**src/rtl/dot_scan_ctrl.sv**
```systemverilog
// Row-scan controller for the 8x8 dot matrix: row select, double-buffered frame word and
// active-low blanked row enables. Optional brightness dimming via `DOT_SCAN_BRIGHT_EN.
module dot_scan_ctrl #(
  parameter int DIV   = 16,
  parameter int BLANK = 2
) (
  input  logic        clk,
  input  logic        rst_n,
  input  logic        ld_valid,
  input  logic [63:0] ld_data,
`ifdef DOT_SCAN_BRIGHT_EN
  input  logic [2:0]  bright,
`endif
  output logic        ld_ready,
  output logic [2:0]  cs,
  output logic [63:0] d,
  output logic [7:0]  row_n,
  output logic        frame_start
);

  localparam int CW = (DIV > 1) ? $clog2(DIV) : 1;
  localparam logic [CW-1:0] CNT_LAST = CW'(DIV - 1);
  localparam logic [CW-1:0] CNT_ON   = CW'(BLANK);

  logic          run_q;
  logic [CW-1:0] cnt_q, cnt_d;
  logic [2:0]    cs_q, cs_d;
  logic [63:0]   d_q, d_d;
  logic [63:0]   shadow_q, shadow_d;
  logic          pend_q, pend_d;
  logic          ld_ready_q;
  logic [7:0]    row_n_q, row_n_d;
  logic          frame_start_q, frame_start_d;
  logic          boundary;
  logic          accept;
  logic          row_on_d;
  logic          lit_en_d;

`ifdef DOT_SCAN_BRIGHT_EN
  logic [2:0] fcnt_q, fcnt_d;
  logic [2:0] bright_q, bright_d;
`endif

  always_comb begin
    boundary = run_q && (cs_q == 3'd7) && (cnt_q == CNT_LAST);
    accept   = ld_valid && !pend_q;

    // Counters sit at 0 for the first clock after reset release so that cycle 0
    // of the scan is the first one showing frame_start.
    cnt_d = cnt_q;
    cs_d  = cs_q;
    if (run_q) begin
      if (cnt_q == CNT_LAST) begin
        cnt_d = '0;
        cs_d  = cs_q + 3'd1;
      end else begin
        cnt_d = cnt_q + CW'(1);
      end
    end

    d_d      = d_q;
    shadow_d = shadow_q;
    pend_d   = pend_q;
    if (boundary && pend_q) begin
      d_d    = shadow_q;
      pend_d = 1'b0;
    end else if (accept) begin
      shadow_d = ld_data;
      pend_d   = 1'b1;
    end

    frame_start_d = (cs_d == 3'd0) && (cnt_d == '0);
    row_on_d      = (cnt_d >= CNT_ON);
  end

`ifdef DOT_SCAN_BRIGHT_EN
  always_comb begin
    fcnt_d   = boundary ? fcnt_q + 3'd1 : fcnt_q;
    bright_d = (boundary || !run_q) ? bright : bright_q;
    lit_en_d = (fcnt_d <= bright_d);
  end
`else
  assign lit_en_d = 1'b1;
`endif

  // Enables derived from next-state cs/cnt so the registered output lines up with them.
  generate
    for (genvar gi = 0; gi < 8; gi++) begin : g_row
      assign row_n_d[gi] = !(lit_en_d && row_on_d && (cs_d == 3'(gi)));
    end
  endgenerate

  always_ff @(posedge clk or negedge rst_n) begin
    if (!rst_n) begin
      run_q         <= 1'b0;
      cnt_q         <= '0;
      cs_q          <= 3'd0;
      d_q           <= 64'd0;
      shadow_q      <= 64'd0;
      pend_q        <= 1'b0;
      ld_ready_q    <= 1'b1;
      row_n_q       <= 8'hFF;
      frame_start_q <= 1'b0;
    end else begin
      run_q         <= 1'b1;
      cnt_q         <= cnt_d;
      cs_q          <= cs_d;
      d_q           <= d_d;
      shadow_q      <= shadow_d;
      pend_q        <= pend_d;
      ld_ready_q    <= !pend_d;
      row_n_q       <= row_n_d;
      frame_start_q <= frame_start_d;
    end
  end

`ifdef DOT_SCAN_BRIGHT_EN
  always_ff @(posedge clk or negedge rst_n) begin
    if (!rst_n) begin
      fcnt_q   <= 3'd0;
      bright_q <= 3'd7;
    end else begin
      fcnt_q   <= fcnt_d;
      bright_q <= bright_d;
    end
  end
`endif

  assign ld_ready    = ld_ready_q;
  assign cs          = cs_q;
  assign d           = d_q;
  assign row_n       = row_n_q;
  assign frame_start = frame_start_q;

endmodule

```
**config.mk**
```make
export PLATFORM = sky130hd
export DESIGN_NAME = dot_scan_ctrl
export DESIGN_NICKNAME = d
export VERILOG_FILES = /design/src/rtl/dot_scan_ctrl.sv
export SDC_FILE = /design/constraint.sdc
export NUM_CORES = 1
export LEC_CHECK = 0
export ABC_AREA = 1
export CAP_MARGIN = 20
export CORE_MARGIN = 8
export CORE_UTILIZATION = 49
export DETAILED_ROUTE_END_ITERATION = 12
export PLACE_DENSITY = 0.8
export SYNTH_ARGS = -nofsm -noshare
export SYNTH_HDL_FRONTEND = slang
export SYNTH_SLANG_ARGS = --single-unit
export TNS_END_PERCENT = 5
```
**constraint.sdc**
```tcl
create_clock -name clk -period 1.95 [get_ports clk]
set_input_delay 0.4875 -clock clk [delete_from_list [all_inputs] [get_ports clk]]
set_output_delay 0.4875 -clock clk [all_outputs]
set_load 0.005 [all_outputs]
```
==> flow_summary.toml <==
[synthesis]
yosysSeqAreaShare = 0.6376
syn_area_um2 = 5787
synth_area_leaders = "dfrtp_1 (60%), o21ai_2 (8.2%), a21oi_1 (5.5%)"
yosys.area.top_type_share = 0.5968
synth_cells = 563
ys_types = 22
ys_warn_count = 0
syn_avg_cell_area_um2 = 10.28
synth-seq-cells = 147
netlist.top_cell.by_area = "dfrtp_1"
syn_nets = 633

[placed_design]
portBuffers = 143
hpwlAfterDp_um = 9221
place.gp.congestion = 0.7896
dp_slack_ns = 0.2078

[clock_network]
cts_setup_buffers = 0
cts.htree.levels = 4
cts_buffer_depth = 2
clockRootBuffer = "clkbuf_16"
cts.sinks = 147
clk_pin_slew_ns = 0.05
insertion_delay_ns = 0.42
cts_tree = "yes"
numCtsBuffers = 17

[hold_path]
worstHoldPathType = "register to register"

[finish]
drive_gt1_frac = 0.1472
syn_to_final_growth_pct = 38.03
antennaDiodeCount = 0
n_fill_cell = 857
nets = 777
final_cell_mix = "dfrtp_1 (137), clkdlybuf4s50_1 (137), nand2_1 (84)"

[critical_path]
crit_chain = "clkdlybuf4s50_1"
path_delay_family = "flip-flops"
cp_slowest_cell = "dfstp_2"
crit_path_end_kind = "output port"
cp_slowest_stage_delay_ns = 0.52
critPathLaunchType = "register"
required_ns = 1.46
worstPathArrival_ns = 1.43
critical_path.max_fanout = 1
critPathKind = "register to output port"
crit_buf_inv = 1

[global_routing]
track_usage = 0.1748
grt_pass1_wl_um = 22110
grt_pass1_vias = 4498
antenna_found_initial = 0
grt_max_degree = 57
grt_overflow = 0

[floorplanning]
die_area_um2 = 15540
rows = 39
initial_utilization = 0.5046
dieHeight_um = 124.7
core_area_um2 = 11470
io_pins = 144
die_w_um = 124.7

[route]
drc = 0
drt-total-wl_um = 13160
vias = 4246
drt_iter0_drc = 306
drt-wirelength-per-cell_um = 15.25
ant_nets = 0
vias_per_cell = 4.920
drt_first_pass_iters = 6

[power]
power_density_nw_per_um2 = 984.1
total_power_w = 0.007861
p_leak_nw = 3.861
peakVddDrop_mv = 0.7253

[run_status]
status = "finished clean"

[sta]
fin_crit_sh = 0.9849
fin_ws_ns = 0.02948
min_period_ns = 1.921
setup_tns_ns = 0
report.final.hold_viol_count = 0
clock.fmax_ghz = 0.5207
skew_ns = 0.007301
setup_viol = 0
drv_slew = 0

[job]
max_cap_viol_count = 0
==> power breakdown <==
group	switching (W)	internal [W]	total [W]
Sequential	0.000144	0.00338	0.00353
Clock	0.00113	0.00209	0.00322
Combinational	0.000610	0.000505	0.00112
Total	0.00189	0.00597	0.00786
==> through the flow <==
| stage | area (um2) | instances | hold slack (ns) | util |
|---|---|---|---|---|
| final | 7988 | 863 | 0.4785 | 0.6966 |
| after global routing | 7988 | 863 | 0.5074 | 0.6966 |
| after CTS | 7979 | 863 | 0.4809 | 0.6958 |
| after detailed placement | 7375 | 830 | 0.4462 | 0.6431 |
| after global placement | 7375 | 830 | 0.4350 | 0.6431 |
| after floorplan | 5787 | 563 | 0.1919 | - |
==> path summary, 6_finish.rpt <==
| kind | from | to | slack, ns | cells past startpoint |
|---|---|---|---|---|
| worst max-delay path | row_n[4]$_DFF_PN1_ | row_n[4] | 0.03 | 1 |
| min in group asynchronous | rst_n | shadow_q[58]$_DFFE_PN0P_ | 0.56 | 2 |
| worst min-delay path | d[27]$_DFFE_PN0P_ | d[27]$_DFFE_PN0P_ | 0.48 | 2 |
| max in group asynchronous | rst_n | d[33]$_DFFE_PN0P_ | 0.75 | 3 |
| worst min register to register | d[27]$_DFFE_PN0P_ | d[27]$_DFFE_PN0P_ | 0.48 | 2 |
| worst max register to register | cnt_q[1]$_DFF_PN0_ | d[32]$_DFFE_PN0P_ | 0.18 | 7 |
==> cells in the mapped netlist <==
library cell  instances
o21ai_2              54
nand3_2               1
buf_6                12
nand4_1               1
nor2_4                1
dfrtp_1             138
a21oi_1              64
o21ai_1               6
dfstp_2               9
or2_2                 1
nand3_1              12
ha_1                  3
inv_1                76
nand2_1              85
o21bai_1              1
nor3_1                1
nor2_1               73
buf_2                 9
conb_1                1
o21ai_0               7
nand2_2               1
clkbuf_1              7
==> state kept, by name (all words and copies together) (netlist names) <==
name         count
d               64
shadow_q        64
frame_start      1
pend_q           1
cs               3
row_n            8
run_q            1
ld_ready         1
cnt_q            4
==> repair_timing <==
item	4_1_cts	5_1_grt
endpoints found under the setup margin	2	4
gates resized for setup	2	4
hold buffers	1	0
endpoints found under the hold margin	10	0
cloned	0	0
==> routing by layer <==
layer  part of all wire  up-vias  GRT usage
li1                   -     2056          -
met4              0.013        0    0.06662
met5                  0        -          0
met1               0.43     2059     0.2086
met3              0.066       16    0.06426
met2               0.50      115     0.2821
==> final cells by class <==
type | instances | area [um2] | area share
well taps | 143 | 178.9 | 0.02240
inverters | 76 | 285.3 | 0.03571
clock inverters | 4 | 70.07 | 0.008772
flip-flops and latches | 147 | 3691 | 0.4621
clock buffers | 28 | 526.8 | 0.06595
repair buffers | 153 | 1615 | 0.2022
multi-input cells | 312 | 1620 | 0.2029
==> cell families (layout without fill, tap and decap cells) <==
family / count (synthesis) / after routing / share of synthesized area
adders and majority gates: 3 / 3 / 0.006487
AOI/OAI and AO/OA: 132 / 132 / 0.1496
other: 1 / 1 / 0.0006480
and+or+nand+nor: 176 / 176 / 0.1207
DFF: 147 / 147 / 0.6376
buffers and inverters: 104 / 261 / 0.08497
No activity file was read; power rests on OpenSTA's default activity.
